`config.mk`:
```
export PLATFORM = sky130hd
export DESIGN_NAME = return_stack
export DESIGN_NICKNAME = d
export VERILOG_FILES = /design/src/rtl/return_stack_pkg.sv /design/src/rtl/return_stack_mem.sv /design/src/rtl/return_stack.sv
export SDC_FILE = /design/constraint.sdc
export NUM_CORES = 1
export LEC_CHECK = 0
export CORE_MARGIN = 2
export CORE_UTILIZATION = 54
export DETAILED_ROUTE_END_ITERATION = 8
export PLACE_DENSITY = 0.8
export REMOVE_ABC_BUFFERS = 1
export SYNTH_ARGS = -nofsm -noshare
export SYNTH_HDL_FRONTEND = slang
export SYNTH_HIERARCHICAL = 1
export SYNTH_SLANG_ARGS = --single-unit
```
`constraint.sdc`:
```
create_clock -name clock -period 2.55 [get_ports clock]
set_input_delay 0.51 -clock clock [delete_from_list [all_inputs] [get_ports clock]]
set_output_delay 0.51 -clock clock [all_outputs]
set_load 0.01 [all_outputs]
```
`src/rtl/return_stack_pkg.sv`:
```
// Shared constants for the return-address stack and the PC unit around it.
// Holds the default stack depth, the address width and the PC-source
// encoding the control unit uses to pair sig_pop with top-of-stack selection.
package return_stack_pkg;

    localparam int RSTACK_DEPTH = 8;
    localparam int ADDR_WIDTH   = 32;

    typedef enum logic [1:0] {
        PC_SRC_INC    = 2'd0,
        PC_SRC_BRANCH = 2'd1,
        PC_SRC_JUMP   = 2'd2,
        PC_SRC_TOS    = 2'd3
    } pc_src_e;

endpackage

```
`src/rtl/return_stack_mem.sv`:
```
// DEPTH x WIDTH register array with one write port and one asynchronous
// read port; every entry clears to 0 on reset.
module return_stack_mem
    import return_stack_pkg::*;
#(
    parameter int DEPTH = RSTACK_DEPTH,
    parameter int WIDTH = ADDR_WIDTH,
    parameter int IDX_W = $clog2(DEPTH)
) (
    input  logic             clock,
    input  logic             reset_n,
    input  logic             we,
    input  logic [IDX_W-1:0] waddr,
    input  logic [WIDTH-1:0] wdata,
    input  logic [IDX_W-1:0] raddr,
    output logic [WIDTH-1:0] rdata
);

    logic [WIDTH-1:0] mem_q [DEPTH];
    logic [WIDTH-1:0] mem_d [DEPTH];

    // Next array contents: at most one entry is overwritten per cycle.
    always_comb begin
        mem_d = mem_q;
        if (we) begin
            mem_d[waddr] = wdata;
        end
    end

    // Storage registers, cleared asynchronously.
    always_ff @(posedge clock or negedge reset_n) begin
        if (!reset_n) begin
            mem_q <= '{default: '0};
        end else begin
            mem_q <= mem_d;
        end
    end

    assign rdata = mem_q[raddr];

endmodule

```
`src/rtl/return_stack.sv`:
```
// Return-address stack feeding the PC unit's top-of-stack bus.
// CALL pushes PC + 1; RET pops, with topstack readable on the same edge.
// Optional macro RSTACK_WRAP_EN: a push while full overwrites the oldest
// entry (circular behaviour) instead of being rejected.
module return_stack
    import return_stack_pkg::*;
#(
    parameter int DEPTH = RSTACK_DEPTH,
    parameter int WIDTH = ADDR_WIDTH
) (
    input  logic                       clock,
    input  logic                       reset_n,
    input  logic                       sig_push,
    input  logic                       sig_pop,
    input  logic [WIDTH-1:0]           push_data,
    output logic [WIDTH-1:0]           topstack,
    output logic [$clog2(DEPTH+1)-1:0] count,
    output logic                       empty,
    output logic                       full,
    output logic                       overflow,
    output logic                       underflow
);

    localparam int IDX_W = $clog2(DEPTH);
    localparam int CNT_W = $clog2(DEPTH + 1);
    localparam logic [IDX_W-1:0] LAST_IDX  = IDX_W'(DEPTH - 1);
    localparam logic [CNT_W-1:0] DEPTH_CNT = CNT_W'(DEPTH);

    logic [IDX_W-1:0] widx_q, widx_d;
    logic [CNT_W-1:0] count_q, count_d;
    logic             overflow_q, overflow_d;
    logic             underflow_q, underflow_d;

    logic [IDX_W-1:0] top_idx;
    logic [IDX_W-1:0] next_idx;
    logic             mem_we;
    logic [IDX_W-1:0] mem_waddr;
    logic [WIDTH-1:0] mem_rdata;
    logic             is_empty;
    logic             is_full;

    // Explicit modulo-DEPTH neighbours of the write index (DEPTH need not be 2^n).
    always_comb begin
        top_idx  = (widx_q == '0) ? LAST_IDX : widx_q - IDX_W'(1);
        next_idx = (widx_q == LAST_IDX) ? '0 : widx_q + IDX_W'(1);
        is_empty = (count_q == '0);
        is_full  = (count_q == DEPTH_CNT);
    end

    // Next-state for index, count and sticky flags plus the storage write port.
    always_comb begin
        widx_d      = widx_q;
        count_d     = count_q;
        overflow_d  = overflow_q;
        underflow_d = underflow_q;
        mem_we      = 1'b0;
        mem_waddr   = widx_q;
        if (sig_push && sig_pop && !is_empty) begin
            mem_we    = 1'b1;
            mem_waddr = top_idx;
        end else if (sig_push) begin
            if (!is_full) begin
                mem_we  = 1'b1;
                widx_d  = next_idx;
                count_d = count_q + CNT_W'(1);
            end else begin
                overflow_d = 1'b1;
`ifdef RSTACK_WRAP_EN
                mem_we     = 1'b1;
                widx_d     = next_idx;
`endif
            end
        end else if (sig_pop) begin
            if (!is_empty) begin
                widx_d  = top_idx;
                count_d = count_q - CNT_W'(1);
            end else begin
                underflow_d = 1'b1;
            end
        end
    end

    // Pointer, count and flag registers, cleared asynchronously.
    always_ff @(posedge clock or negedge reset_n) begin
        if (!reset_n) begin
            widx_q      <= '0;
            count_q     <= '0;
            overflow_q  <= 1'b0;
            underflow_q <= 1'b0;
        end else begin
            widx_q      <= widx_d;
            count_q     <= count_d;
            overflow_q  <= overflow_d;
            underflow_q <= underflow_d;
        end
    end

    return_stack_mem #(
        .DEPTH (DEPTH),
        .WIDTH (WIDTH),
        .IDX_W (IDX_W)
    ) u_mem (
        .clock   (clock),
        .reset_n (reset_n),
        .we      (mem_we),
        .waddr   (mem_waddr),
        .wdata   (push_data),
        .raddr   (top_idx),
        .rdata   (mem_rdata)
    );

    assign topstack  = is_empty ? '0 : mem_rdata;
    assign count     = count_q;
    assign empty     = is_empty;
    assign full      = is_full;
    assign overflow  = overflow_q;
    assign underflow = underflow_q;

endmodule

```
==> impl.org <==
** Outcome
- The flow ran to the end, but the final reports show violations.
- The final reports fail on setup timing.

** Finish
- Total area of multi-input combinational cells :: 6640 µm²
- Counting the fill cells in the layout gives about 1100.
- The finished cells cover approximately 17000 µm².
- Area used by sequential logic in the layout :: about 6600 µm²
- Area delta synth->final :: 39.1%
- 0 antenna diodes ended up in the layout.
- The post-route netlist has about three fifths of its cells at a drive strength greater than 1.
- After the last flow step, the layout net total stands at between 900 and 1000.

** Placed design
- Port Buffer Count :: 75
- Detailed placement HPWL :: around 17000 µm
- Once placement finished, the instance area stood at 14000 µm².
- Routability-driven placement finished with a final weighted congestion of 0.836.

** Logic synthesis
- Compound-cell area share of the yosys netlist :: less than 1%
- The cell area that synthesis handed to floorplanning was roughly 12000 µm².
- Synthesis produced between 700 and 800 cells.
- Synth Area in XOR/XNOR :: less than 1%
- Sequential area share after synthesis :: between 50% and 60%
- The synthesized design contains 0 enable-type register cells.
- In the post-synthesis netlist, the cell with the most instances is mux2_2.
- Register bit count reported by yosys :: 265
- After synthesis, the mean cell area works out to ~16 µm².
- Share of synthesized cell area in and, or, nand and nor gates :: under 10%
- YS warnings :: 6
- By area the synthesized netlist is led by dfrtp_1, mux2_2, mux4_1.
- Combinational family with the most area after synthesis :: multiplexers
- Counting instances in the post-synthesis netlist gives the leading cell types as mux2_2, dfrtp_1, mux4_1, nor2b_1, buf_2.
- Async SR Flop Fraction :: between 90% and 100%
- The biggest area contributor in the post-synthesis netlist is dfrtp_1.
- The synthesized design devotes to its leading area cell type a little over half of total area.
- Primary flip-flop cell chosen by synthesis mapping :: dfrtp_1
- The portion of synthesized area spent on multiplexers is between 30% and 40%.
- Number of unique standard cell types used by synthesis :: 39
- Adder-cell share of the synthesized area :: 0.762%

** CTS
- CTS built an H-tree with a depth of 1.
- Clock tree from TritonCTS :: done
- Clock-pin slew reported for the worst setup and hold paths after clock tree synthesis :: roughly 70 ps
- Clock sink count :: roughly 270
- The clock reaches the later pin of the worst-skew pair after approximately 570 ps.
- No sink is reached through more buffers than the 3 on the longest clock path.
- The tree is rooted in a clkbuf_16.
- In this run, CTS created clock tree buffers numbering 29.

** Power and ir drop
- Clock network power share :: 14.3%
- In this run the power spent charging and discharging nets is 9.89 mW.
- Summed over all cells, the static leakage comes to approximately 8.2 nW.
- Share of total power in sequential cells :: a little over a quarter
- Net Sw Frac :: 33.1%
- In this run the power density over the cells is between 1500 and 2000 nW/µm².
- Combinational logic is responsible for between 50% and 60% of the overall power.
- Post-route total power :: 29.9 mW
- Pint :: around 20 mW
- Max VDD drop :: 1040 µV

** Global routing
- The number of antenna violations at the first check in global routing came to 0.
- Vias in the first global route :: around 8400
- Global route overflow :: 0
- Overall routing resource usage :: roughly a quarter
- Entering global routing, the biggest net connects 73 pins.
- The first global-routing pass estimated 48700 µm of wire.

** Setup path
- The largest single stage delay on the critical path is 530 ps.
- The critical path starts at widx_q[0].
- Worst-path maximum fanout :: 5
- Data on the critical path arrives at its endpoint at slightly below 3000 ps.
- Data on the critical path is required at its endpoint by between 2000 and 2500 ps.
- The worst register-to-register path has a setup slack of -350 ps.
- STA classifies the critical path endpoint as a primary output.
- The startpoint identified for the worst register-to-register timing path is widx_q[0].
- Crit-path most repeated cell :: ha_4
- CP Class :: register to primary output
- Worst setup path end :: topstack[25]
- Ordered cell list for the critical path :: inv_2 -> ha_4 -> ha_4 -> nand2b_4 -> buf_12 -> clkbuf_16 -> mux4_2 -> mux2_4 -> nor2b_4 -> buf_6
- On the critical path, the stage with the largest delay is an instance of mux4_2.
- Counting cells, the worst reg-to-reg path comes to 16.
- Worst flop-to-flop path endpoint :: u_mem/mem_q[81]
- Critical Path Source Type :: register

** Timing
- Endpoints failing hold :: 0
- Clock skew :: roughly 30 ps
- Transition at the pin with the smallest max-transition slack :: ~540 ps
- Final setup fails :: approximately 290
- RSZ-0062 raised after global routing :: true
- In the post-route analysis, the smallest setup slack over all paths is -898 ps.
- Tmin final :: 3450 ps
- Hold timing on the final database bottoms out at a slack of between 400 and 500 ps.
- The number of max-slew violations in the final report came to 0.
- For this run, the top clock speed supported by timing is between 0.2 and 0.3 GHz.
- Measured against its own limit, the worst slew margin works out to ~64%.
- Post-route fraction of the period consumed by the critical path :: 135%

** Die
- Number of placement rows :: 55
- Initial core utilization :: 55.1%
- The die covers between 20000 and 25000 µm².
- After floorplanning, the core was sized to cover 22600 µm².
- In this run the vertical extent of the chip is roughly 160 µm.
- Measured along the x axis, the die boundary spans around 160 µm.
- During I/O placement, the number of pins put on the boundary was 76.

** Route
- Average detailed-routed wire length per instance :: approximately 32 µm
- After detailed routing, the number of vias per cell comes to approximately 6.6.
- The final route contains approximately 8300 vias.
- After detailed routing, the number of remaining DRC violations is 0.
- For this block, the routed nets add up to around 41000 µm of wire.
- 1st-iter DRT viols :: about 770
- TritonRoute pass-1 iters :: 5
- Number of antenna-violating nets in the routed design :: 0

** Worst hold path
- The worst hold path belongs to the class register to register.

** Job
- Max-Cap Viols :: 0
## critical path: cells and delay by family, from the launching register on
kind / cells / cell delay, ps
multiplexers: 2 / 840
buffers and inverters: 4 / 540
adder cells (fa/ha/maj): 2 / 280
AND/OR/NAND/NOR: 2 / 310
flip-flops: 1 / 400
## metal layers
metal  GRT usage (%)  vias up  share of wire [%]
met3            3.86      154                6.8
met4            10.2        0                5.3
met2            44.9      463                 50
met1            34.3     4476                 38
li1                -     3192                  -
met5               0        -                  0
## worst min path at each step
stage | depth (start not counted) | to | slack, ps | start
after floorplan | 0 | count[0] | 210 | reset_n
after global placement | 1 | overflow | 450 | overflow
after detailed placement | 1 | underflow | 450 | underflow
after CTS | 1 | underflow | 470 | underflow
after global routing | 1 | underflow | 480 | underflow
final | 1 | underflow | 460 | underflow
## cells in the final DEF (no fill, tap or decap), drive strengths merged, types with 2 or more instances in the layout
| cell type | count |
|---|---|
| nor2b | 34 |
| nor2 | 6 |
| a21oi | 6 |
| dfrtp | 265 |
| nand4b | 3 |
| mux2 | 289 |
| bufinv | 3 |
| xnor2 | 3 |
| nand2 | 4 |
| buf | 139 |
| clkinv | 6 |
| mux4 | 64 |
| o21ai | 6 |
| clkdlybuf4s50 | 41 |
| nand3 | 2 |
| nor4bb | 3 |
| clkbuf | 58 |
| ha | 6 |
| inv | 7 |
## through the flow
stage / setup WS [ps] / setup TNS (ps) / util, % / instances
after floorplan: -4780 / -892390 / - / 712
after detailed placement: -713 / -79000 / 61.8 / 1133
final: -898 / -84310 / 76.6 / 1248
after global placement: -647 / -74440 / 61.8 / 1133
after global routing: -909 / -95650 / 76.6 / 1248
after CTS: -837 / -25520 / 68.2 / 1220
## state kept, by name (all words and copies together), names as in the netlist
signal	flops
underflow	1
u_mem/mem_q	256
count	4
overflow	1
widx_q	3
## power groups by stage
stage / clock, mW / sequential [mW] / combinational [mW]
after floorplan: 0 / 7.07 / 7.75
after global placement: 0 / 7.22 / 12.2
after detailed placement: 0 / 7.46 / 12.5
after CTS: 4.20 / 7.46 / 13.1
after global routing: 4.49 / 8.06 / 18.3
final: 4.27 / 7.94 / 17.7
## what timing repair did
action                                  CTS  global route
endpoints found under the hold margin    63             0
resized for setup                       208           398
gates cloned                             11            21
buffers inserted                         24            10
endpoints found under the setup margin  286           290
hold buffers                              1             0
pin swaps                                 7             8
## logic make-up (layout without fill, tap and decap cells)
group | after synthesis | after routing
multiplexers | 353 | 353
flip-flops | 265 | 265
AND/OR/NAND/NOR | 60 | 60
buffers and inverters | 60 | 257
AO/OA/AOI/OAI | 17 | 17
adder cells (fa/ha/maj) | 7 | 7
XOR/XNOR | 4 | 4
## layout make-up
cell class	count	share of cell area (%)
multi-input cells	441	38.3
inverters	6	0.130
clock buffers	41	4.67
flip-flops and latches	265	38.2
clock inverters	10	0.764
well taps	285	2.06
repair buffers	200	15.9
Note: power is estimated with default switching activity, not from simulation.
